<file path="config.mk">
export PLATFORM = sky130hd
export DESIGN_NAME = fir_mac_sequencer_flat
export DESIGN_NICKNAME = d
export VERILOG_FILES = /design/src/rtl/fir_mac_sequencer_if.sv /design/src/rtl/fir_mac_sequencer.sv /design/src/flat_wrapper.sv
export SDC_FILE = /design/constraint.sdc
export NUM_CORES = 1
export LEC_CHECK = 0
export CAP_MARGIN = 20
export CELL_PAD_IN_SITES_DETAIL_PLACEMENT = 0
export CELL_PAD_IN_SITES_GLOBAL_PLACEMENT = 1
export CORE_AREA = 4 4 143 145
export CTS_CLUSTER_DIAMETER = 80
export CTS_CLUSTER_SIZE = 10
export DETAILED_ROUTE_END_ITERATION = 8
export DIE_AREA = 0 0 147 149
export PLACE_DENSITY = 0.71
export SYNTH_ARGS = -nofsm -noshare
export SYNTH_HDL_FRONTEND = slang
export SYNTH_SLANG_ARGS = --single-unit
</file>
<file path="constraint.sdc">
create_clock -name clk -period 8.76 [get_ports clk]
set_input_delay 0.876 -clock clk [delete_from_list [all_inputs] [get_ports clk]]
set_output_delay 0.876 -clock clk [all_outputs]
set_load 0.005 [all_outputs]
</file>
<file path="src/rtl/fir_mac_sequencer_if.sv">
// Sample/result/coefficient bundle for fir_mac_sequencer.
// Handshake: a transfer happens on a rising edge where valid && ready are both 1.
// The producer holds its data and valid stable until that edge, and ready may not
// depend combinationally on valid from the same side.
interface fir_mac_sequencer_if #(
  parameter int WIDTH = 8,
  parameter int TAPS  = 3,
  parameter int AW    = $clog2(TAPS),
  parameter int ACC_W = 2*WIDTH + $clog2(TAPS)
);
  logic             in_valid;
  logic             in_ready;
  logic [WIDTH-1:0] x_in;
  logic             coef_we;
  logic [AW-1:0]    coef_addr;
  logic [WIDTH-1:0] coef_data;
  logic             coef_err;
  logic             out_valid;
  logic             out_ready;
  logic [ACC_W-1:0] y_out;
  logic             busy;
  logic [1:0]       state;

  modport master (
    output in_valid, x_in, coef_we, coef_addr, coef_data, out_ready,
    input  in_ready, coef_err, out_valid, y_out, busy, state
  );

  modport slave (
    input  in_valid, x_in, coef_we, coef_addr, coef_data, out_ready,
    output in_ready, coef_err, out_valid, y_out, busy, state
  );
endinterface

</file>
<file path="src/rtl/fir_mac_sequencer.sv">
// Time-multiplexed FIR: one signed MAC is stepped over TAPS taps per accepted sample.
// Optional macro FIR_COEF_LOCK_EN: coefficient writes only honoured while IDLE.
module fir_mac_sequencer #(
  parameter int WIDTH = 8,
  parameter int TAPS  = 3,
  parameter int AW    = $clog2(TAPS),
  parameter int ACC_W = 2*WIDTH + $clog2(TAPS)
) (
  input logic                clk,
  input logic                rst,
  fir_mac_sequencer_if.slave bus
);

  typedef enum logic [1:0] {
    S_IDLE = 2'd0,
    S_MAC  = 2'd1,
    S_OUT  = 2'd2
  } state_t;

  localparam logic [AW-1:0] LAST = AW'(TAPS - 1);

  state_t state, state_next;

  logic signed [WIDTH-1:0]   hist [TAPS];
  logic signed [WIDTH-1:0]   coef [TAPS];
  logic signed [ACC_W-1:0]   acc;
  logic signed [ACC_W-1:0]   y_reg;
  logic                      out_valid_reg;
  logic                      coef_err_reg;
  logic [AW-1:0]             wp;
  logic [AW-1:0]             base;
  logic [AW-1:0]             k;
  logic [AW-1:0]             rd_idx;
  logic                      in_ready_c;
  logic                      accept;
  logic                      addr_ok;
  logic                      coef_wr_ok;
  logic                      coef_drop;
  logic signed [2*WIDTH-1:0] h_ext;
  logic signed [2*WIDTH-1:0] x_ext;
  logic signed [2*WIDTH-1:0] prod;
  logic signed [ACC_W-1:0]   prod_ext;
  logic signed [ACC_W-1:0]   acc_sum;

  function automatic logic [WIDTH-1:0] default_coef(input int i);
    case (i)
      0:       return WIDTH'(1);
      1:       return WIDTH'(2);
      2:       return WIDTH'(1);
      default: return '0;
    endcase
  endfunction

  // (base - k) mod TAPS; the true result is below TAPS, so AW-bit wrap is harmless.
  always_comb begin
    rd_idx = base - k;
    if (base < k) rd_idx = base + AW'(TAPS) - k;
  end

  assign h_ext    = {{WIDTH{coef[k][WIDTH-1]}}, coef[k]};
  assign x_ext    = {{WIDTH{hist[rd_idx][WIDTH-1]}}, hist[rd_idx]};
  assign prod     = h_ext * x_ext;
  assign prod_ext = {{(ACC_W-2*WIDTH){prod[2*WIDTH-1]}}, prod};
  assign acc_sum  = acc + prod_ext;

  assign addr_ok = (int'(bus.coef_addr) < TAPS);
`ifdef FIR_COEF_LOCK_EN
  assign coef_wr_ok = bus.coef_we && addr_ok && (state == S_IDLE);
  assign coef_drop  = bus.coef_we && addr_ok && (state != S_IDLE);
`else
  assign coef_wr_ok = bus.coef_we && addr_ok;
  assign coef_drop  = 1'b0;
`endif

  always_comb begin
    state_next = state;
    in_ready_c = 1'b0;
    case (state)
      S_IDLE: begin
        in_ready_c = 1'b1;
        if (bus.in_valid) state_next = S_MAC;
      end
      S_MAC:   if (k == LAST) state_next = S_OUT;
      S_OUT:   if (bus.out_ready) state_next = S_IDLE;
      default: state_next = S_IDLE;
    endcase
  end

  assign accept = in_ready_c && bus.in_valid;

  always_ff @(posedge clk) begin
    if (!rst) state <= S_IDLE;
    else      state <= state_next;
  end

  always_ff @(posedge clk) begin
    if (!rst) begin
      for (int i = 0; i < TAPS; i++) begin
        hist[i] <= '0;
        coef[i] <= default_coef(i);
      end
      acc           <= '0;
      y_reg         <= '0;
      out_valid_reg <= 1'b0;
      coef_err_reg  <= 1'b0;
      wp            <= '0;
      base          <= '0;
      k             <= '0;
    end else begin
      case (state)
        S_IDLE: begin
          if (accept) begin
            hist[wp] <= bus.x_in;
            base     <= wp;
            wp       <= (wp == LAST) ? '0 : wp + 1'b1;
            acc      <= '0;
            k        <= '0;
          end
        end
        S_MAC: begin
          acc <= acc_sum;
          if (k == LAST) begin
            y_reg         <= acc_sum;
            out_valid_reg <= 1'b1;
          end else begin
            k <= k + 1'b1;
          end
        end
        S_OUT:   if (bus.out_ready) out_valid_reg <= 1'b0;
        default: ;
      endcase
      // Lands at this edge, so a MAC step reading the same tap this cycle sees the old value.
      if (coef_wr_ok) coef[bus.coef_addr] <= bus.coef_data;
      coef_err_reg <= coef_drop;
    end
  end

  assign bus.in_ready  = in_ready_c;
  assign bus.out_valid = out_valid_reg;
  assign bus.y_out     = y_reg;
  assign bus.coef_err  = coef_err_reg;
  assign bus.busy      = (state != S_IDLE);
  assign bus.state     = state;

endmodule

</file>
<file path="src/flat_wrapper.sv">
// flat-port wrapper written by rule: the top's interface ports become plain ports
module fir_mac_sequencer_flat 
#(
  parameter int WIDTH = 8,
  parameter int TAPS  = 3,
  parameter int AW    = $clog2(TAPS),
  parameter int ACC_W = 2*WIDTH + $clog2(TAPS)
)
  (clk, rst, bus_in_valid, bus_x_in, bus_coef_we, bus_coef_addr, bus_coef_data, bus_out_ready, bus_in_ready, bus_coef_err, bus_out_valid, bus_y_out, bus_busy, bus_state);
  fir_mac_sequencer_if #(.WIDTH(WIDTH), .TAPS(TAPS), .AW(AW), .ACC_W(ACC_W)) bus_i ();
  input logic clk;
  input logic rst;
  input wire logic [$bits(bus_i.in_valid)-1:0] bus_in_valid;
  input wire logic [$bits(bus_i.x_in)-1:0] bus_x_in;
  input wire logic [$bits(bus_i.coef_we)-1:0] bus_coef_we;
  input wire logic [$bits(bus_i.coef_addr)-1:0] bus_coef_addr;
  input wire logic [$bits(bus_i.coef_data)-1:0] bus_coef_data;
  input wire logic [$bits(bus_i.out_ready)-1:0] bus_out_ready;
  output wire logic [$bits(bus_i.in_ready)-1:0] bus_in_ready;
  output wire logic [$bits(bus_i.coef_err)-1:0] bus_coef_err;
  output wire logic [$bits(bus_i.out_valid)-1:0] bus_out_valid;
  output wire logic [$bits(bus_i.y_out)-1:0] bus_y_out;
  output wire logic [$bits(bus_i.busy)-1:0] bus_busy;
  output wire logic [$bits(bus_i.state)-1:0] bus_state;
  assign bus_i.in_valid = bus_in_valid;
  assign bus_i.x_in = bus_x_in;
  assign bus_i.coef_we = bus_coef_we;
  assign bus_i.coef_addr = bus_coef_addr;
  assign bus_i.coef_data = bus_coef_data;
  assign bus_i.out_ready = bus_out_ready;
  assign bus_in_ready = bus_i.in_ready;
  assign bus_coef_err = bus_i.coef_err;
  assign bus_out_valid = bus_i.out_valid;
  assign bus_y_out = bus_i.y_out;
  assign bus_busy = bus_i.busy;
  assign bus_state = bus_i.state;
  fir_mac_sequencer #(.WIDTH(WIDTH), .TAPS(TAPS), .AW(AW), .ACC_W(ACC_W)) u_core (.clk(clk), .rst(rst), .bus(bus_i));
endmodule
</file>
Word level (Yosys, flattened, before mapping) --
Memories as Yosys holds them, arrays and structs flattened. A register that Yosys moved wholly into a read port is not among the register bits. Index checks and enable logic that the tools add are counted.
Storage, ports and cells: memories 2, input port bits 23, register bits after elaboration 45, word-level logic and storage cells 74, output and inout bits 24, bits in writable memories 48
Memories:
- u_core.coef | words 3, bits a word 8, read ports 1, clocked after memory_dff 1, wr ports 3, RTL line fir_mac_sequencer.sv:25 | logic signed [WIDTH-1:0] coef [TAPS];
- u_core.hist | words 3, bits a word 8, read ports 1, clocked after memory_dff 0, wr ports 3, RTL line fir_mac_sequencer.sv:24 | logic signed [WIDTH-1:0] hist [TAPS];
Cells by class: $mul 1, mux-type cells 33, magnitude comparators 2, add/sub/neg operators 6, reduce and logical (&&, ||, !) cells 14, equal/unequal tests 9
Operator list (number):
- case mux 18 bit (2 select lines) | 1
- 2-to-1 mux 8 bit | 4
- 2-to-1 mux 2 bit | 11
- adder 18 x 16 -> 18 bit | 1
- 2-to-1 mux 18 bit | 1
- multiplier 8 x 8 -> 16 bit | 1
- OR reduction 8 bit | 2
- 2-to-1 mux 1 bit | 13
- AND reduction 3 bit | 3
- equality test 2 bit (second input constant) | 3
- inequality test 2 bit (second input constant) | 3
- case mux 2 bit (3 select lines) | 1
- AND reduction 2 bit | 3
- nonzero test 2 bit | 3
- adder 2 x 1 -> 2 bit (second input constant) | 2
- inequality test 2 x 1 -> 1 bit (second input constant) | 2
- case mux 2 bit (2 select lines) | 1
- subtractor 2 bit | 2
- adder 2 bit (second input constant) | 1
- equality test 2 x 1 -> 1 bit (second input constant) | 1
- logical AND 1 bit | 2
- zero test 2 bit | 1
- less-than comparator 2 bit | 1
- less-than comparator 2 bit (second input constant) | 1
- case mux 1 bit (2 select lines) | 1

Logic depth before layout (Yosys ltp) --
word-level depth 9, gate-level depth with buffers 26, mapped depth without buffers 25

Least setup slack after synthesis --
No wires, ideal clock.
path kind register -> register, start point register u_core.k[0], end point register u_core.y_reg[17] (netlist: u_core.bus.y_out[17]), path buffers 0, cell stages (with the launch flop) 21, clock period less this slack 6360 ps, data required time 8628 ps, data arrival time 6227 ps, path slack 2400 ps, setup time 132 ps, path through dfxtp_1 > ha_1 > inv_1 > fa_1 > xnor2_4 > mux4_2 > and2_1 > fa_1 > inv_1 > fa_1 > fa_1 > inv_1 > fa_1 > ha_1 > ha_1 > a21o_1 > a21o_1 > a2111oi_0 > a22oi_1 > xnor2_1 > a21oi_1
Between the ends: longest elaborated chain between the ends 5, elaborated cells between the ends (all ways) 9, classes of those cells add/sub (3); mul (1); order compare (1); eq/ne (1); mux (1); reduce/logical (1); memory (1)
RTL lines:
- start: declaration | RTL line fir_mac_sequencer.sv:32 | logic [AW-1:0] k;
- start signal: assignment | RTL line fir_mac_sequencer.sv:126 | k <= k + 1'b1;
- subtractor 2 bit, or another cell as far along | RTL line fir_mac_sequencer.sv:56 | rd_idx = base - k;
- 2-to-1 mux 2 bit | RTL line fir_mac_sequencer.sv:57 | if (base < k) rd_idx = base + AW'(TAPS) - k;
- memory read (3 x 8 bit)
- multiplier 8 x 8 -> 16 bit | RTL line fir_mac_sequencer.sv:62 | assign prod = h_ext * x_ext;
- adder 18 x 16 -> 18 bit | RTL line fir_mac_sequencer.sv:64 | assign acc_sum = acc + prod_ext;
- end signal: assignment | RTL line fir_mac_sequencer.sv:123 | y_reg <= acc_sum;
- end: declaration | RTL line fir_mac_sequencer.sv:27 | logic signed [ACC_W-1:0] y_reg;
Parallel ways exist; a longest one is shown, timed or not. A chain may end at the register's enable or synchronous reset.

Final worst setup path --
start point register u_core.k[0], end point register u_core.acc[17]
Between the ends: longest elaborated chain between the ends 6, elaborated cells between the ends (all ways) 8, classes of those cells add/sub (3); mul (1); order compare (1); mux (2); memory (1)
RTL lines:
- subtractor 2 bit, or another cell as far along | RTL line fir_mac_sequencer.sv:56
- 2-to-1 mux 2 bit * | RTL line fir_mac_sequencer.sv:57
- memory read (3 x 8 bit) *
- multiplier 8 x 8 -> 16 bit * | RTL line fir_mac_sequencer.sv:62
- adder 18 x 16 -> 18 bit * | RTL line fir_mac_sequencer.sv:64
- case mux 18 bit (2 select lines) * | RTL line fir_mac_sequencer.sv:110 | case (state)
- end signal: assignment | RTL line fir_mac_sequencer.sv:121 | acc <= acc_sum;
- end: declaration | RTL line fir_mac_sequencer.sv:26 | logic signed [ACC_W-1:0] acc;
Every way passes the cells marked *; elsewhere a longest branch is shown, timed or not.

==> out/results.ini <==
[run_status]
run_status=finished clean

[yosys]
yosysTopAreaCell=sky130_fd_sc_hd__edfxtp_1
post_syn_instances=718
synthTopCellsByArea=sky130_fd_sc_hd__edfxtp_1 (24%), sky130_fd_sc_hd__fa_1 (20%), sky130_fd_sc_hd__dfxtp_1 (12%), sky130_fd_sc_hd__ha_1 (7.3%), sky130_fd_sc_hd__and2_1 (6.1%)
yosys_register_bits=111
portion_of_synthesized_cell_area_occupied_by_the_leading_cell_type=0.243
synth_edf_count=64
syn_area_per_cell_um2=11.0
syn-cell-area_um2=7920
synth_most_common_cell=sky130_fd_sc_hd__inv_1
leading_post_synthesis_cells_by_instance_count=sky130_fd_sc_hd__inv_1 (96), sky130_fd_sc_hd__fa_1 (81), sky130_fd_sc_hd__and2_1 (77), sky130_fd_sc_hd__nand2_1 (74), sky130_fd_sc_hd__edfxtp_1 (64)
synth.distinct_cells=54
flip_flop_cell_with_the_highest_count_after_synthesis=sky130_fd_sc_hd__edfxtp_1
seq_area_frac_synth=0.362
synthArstFlopShare=0
yosysWarnings=0

[sta]
period_share=0.793
max_clock_freq_ghz=0.144
tightestPinTransition_ns=0.982
timing_max_transition_violations_final=0
setup_repair_after_global_routing_missed_its_margin=no
fin_worst_hold_slack_ns=0.471
fin_tns_setup_ns=0
hold_viol_final=0
max_slew_margin=0.340
final.setup_skew_ns=0.0124
layout_min_cycle_time_ns=6.95
timing.final.setup_violations=0

[routing]
drt_drc_violations_left=0
route.antenna.remaining_nets=0
number_of_design_rule_violations_left_by_the_first_detailed_router_iteration=321
num_vias=5177
detail_route.wl_per_cell_um=16.1
detail_route.wirelength_um=16800
detailedRoute.firstPassIterationCount=5
routed_via_density=4.97

[cells_and_area]
final_cell_count_no_fill=1042
multiInputGateArea_um2=4630
fillers=1816
seqCellArea_um2=2860
post_route_cells_drive_above_1_share=0.0618
layout-area-overhead-vs-synth_pct=13.6
n_antenna_cell=0
nNetsFinal=922
reg.largest.list=u_core.coef x32, u_core.hist x32

[clocking]
clock_sinks=111
cts_root_buffer=sky130_fd_sc_hd__clkbuf_16
tritoncts=built
worstSkewPairLatency_ns=0.36
h-tree-depth=3
clk_pin_slew_worst_paths_ns=0.08
cts_inserted_buffers=9
ctsLongestPathBuffers=2
ctsHoldBuffers=0
postCtsSetupBuffers=0
ctsResizeCount=0

[critical_path]
cp_arrival_ns=7.19
timing.critical_path.buf_inv=4
category_of_the_worst_setup_path_launch_point=flop
cp_top_family=adder cells
critical_path_peak_fanout=9
slowest_stage=sky130_fd_sc_hd__fa_1
crit_top_cell=sky130_fd_sc_hd__fa_1
timing.setup.critical_path_class=flop to flop
critPathCaptureType=flop
worstPathCellList=ha_1 -> inv_1 -> fa_1 -> a21oi_2 -> mux4_1 -> nand2_1 -> fa_1 -> inv_1 -> fa_1 -> inv_1 -> fa_1 -> inv_1 -> fa_1 -> ha_1 -> ha_1 -> a21o_1 -> a21o_1 -> a2111oi_0 -> a22oi_1 -> xnor2_1 -> o21ai_0
required_ns=9.00
cp_slowest_stage_delay_ns=0.70

[die]
row_count=51
die-width_um=147
floorplan.die_area_um2=21900
core_area_um2=19200
die-height_um=149
ios=47
initial_utilization=0.412

[global_routing]
grt_pass1_vias=5441
met2_track_demand_over_resource=0.271
grt_max_degree=54
grt_first_pass_wirelength_um=27900
total_grt_usage=0.159
grt_util_met1=0.215
groute.layer.met3.usage=0.0252
overflow=0
grt_busiest_layer=met2
antenna_violations_before_repair=0

[job]
cap_viol_max_count=0

[placement]
dp_cells=1026
gpl.final_weighted_congestion=0.818
portBuffers=45
dp_hpwl_um=13200

[worst_hold_path]
hold_class=flop to flop

per-stage QoR:
step / area [um^2] / utilization / setup slack, ns
6_report: 9000 / 0.468 / 1.81
5_1_grt: 9000 / 0.468 / 1.32
4_1_cts: 9000 / 0.468 / 1.77
3_5_place_dp: 8700 / 0.453 / 1.80
3_3_place_gp: 8690 / 0.452 / 1.89
2_1_floorplan: 7950 / - / 2.40
worst paths after layout:
| kind | cells after the start | end | slack, ns | startpoint |
|---|---|---|---|---|
| worst max register to register | 21 | u_core.acc[17]$_SDFFE_PN0P_ | 1.81 | u_core.k[0]$_SDFFE_PN0P_ |
| worst min-delay path | 2 | u_core.bus.y_out[7]$_SDFFE_PN0P_ | 0.47 | u_core.bus.y_out[7]$_SDFFE_PN0P_ |
| worst min register to register | 2 | u_core.bus.y_out[7]$_SDFFE_PN0P_ | 0.47 | u_core.bus.y_out[7]$_SDFFE_PN0P_ |
| worst max-delay path | 21 | u_core.acc[17]$_SDFFE_PN0P_ | 1.81 | u_core.k[0]$_SDFFE_PN0P_ |
worst register-to-register path: cells and delay by family (launching register included):
kind | cells | cell delay [ns]
adder cells (fa/ha/maj) | 8 | 3.59
AO/OA/AOI/OAI | 6 | 1.63
XOR/XNOR | 1 | 0.20
flip-flops | 1 | 0.39
buffers and inverters | 4 | 0.31
multiplexers | 1 | 0.57
AND/OR/NAND/NOR | 1 | 0.16
logic make-up (layout without fill, tap and decap cells):
group,after synthesis,in the layout,synth area share
adders and majority gates,127,127,0.277
xor gates and xnor gates,18,18,0.0223
and+or+nand+nor,241,241,0.156
DFF,111,111,0.362
muxes,17,17,0.0477
buffers and inverters,114,165,0.0572
AOI/OAI and AO/OA,89,89,0.0773
other,1,9,0.000474
cells in the final DEF, fill, tap and decap left out, types with 10 or more instances in the layout:
cell	count
sky130_fd_sc_hd__a21boi_0	23
sky130_fd_sc_hd__a21oi_1	10
sky130_fd_sc_hd__and2_1	77
sky130_fd_sc_hd__clkdlybuf4s50_1	45
sky130_fd_sc_hd__dfxtp_1	47
sky130_fd_sc_hd__edfxtp_1	64
sky130_fd_sc_hd__fa_1	81
sky130_fd_sc_hd__ha_1	46
sky130_fd_sc_hd__inv_1	96
sky130_fd_sc_hd__mux4_2	10
sky130_fd_sc_hd__nand2_1	74
sky130_fd_sc_hd__nand3_1	22
sky130_fd_sc_hd__nor2_1	24
sky130_fd_sc_hd__nor3_1	11
sky130_fd_sc_hd__o21ai_0	21
sky130_fd_sc_hd__xnor2_1	14
routing by layer:
layer / vias up / wire, um / share of wire
met3: 16 / 581 / 0.035
met4: 0 / 231 / 0.014
met5: - / 0 / 0
met1: 2590 / 7600 / 0.45
met2: 86 / 8370 / 0.50
li1: 2485 / - / -
area by class of cell:
cell class,instances,share of cell area
multi-input combinational,501,0.515
sequential,111,0.318
timing repair buffer,53,0.0567
inverter,96,0.0401
tap,265,0.0369
clock buffer,9,0.0250
clock inverter,7,0.00807
Power is left out: the tool's default activity adds up to more than one toggle a clock period on the data nets, which glitch-free logic cannot reach.
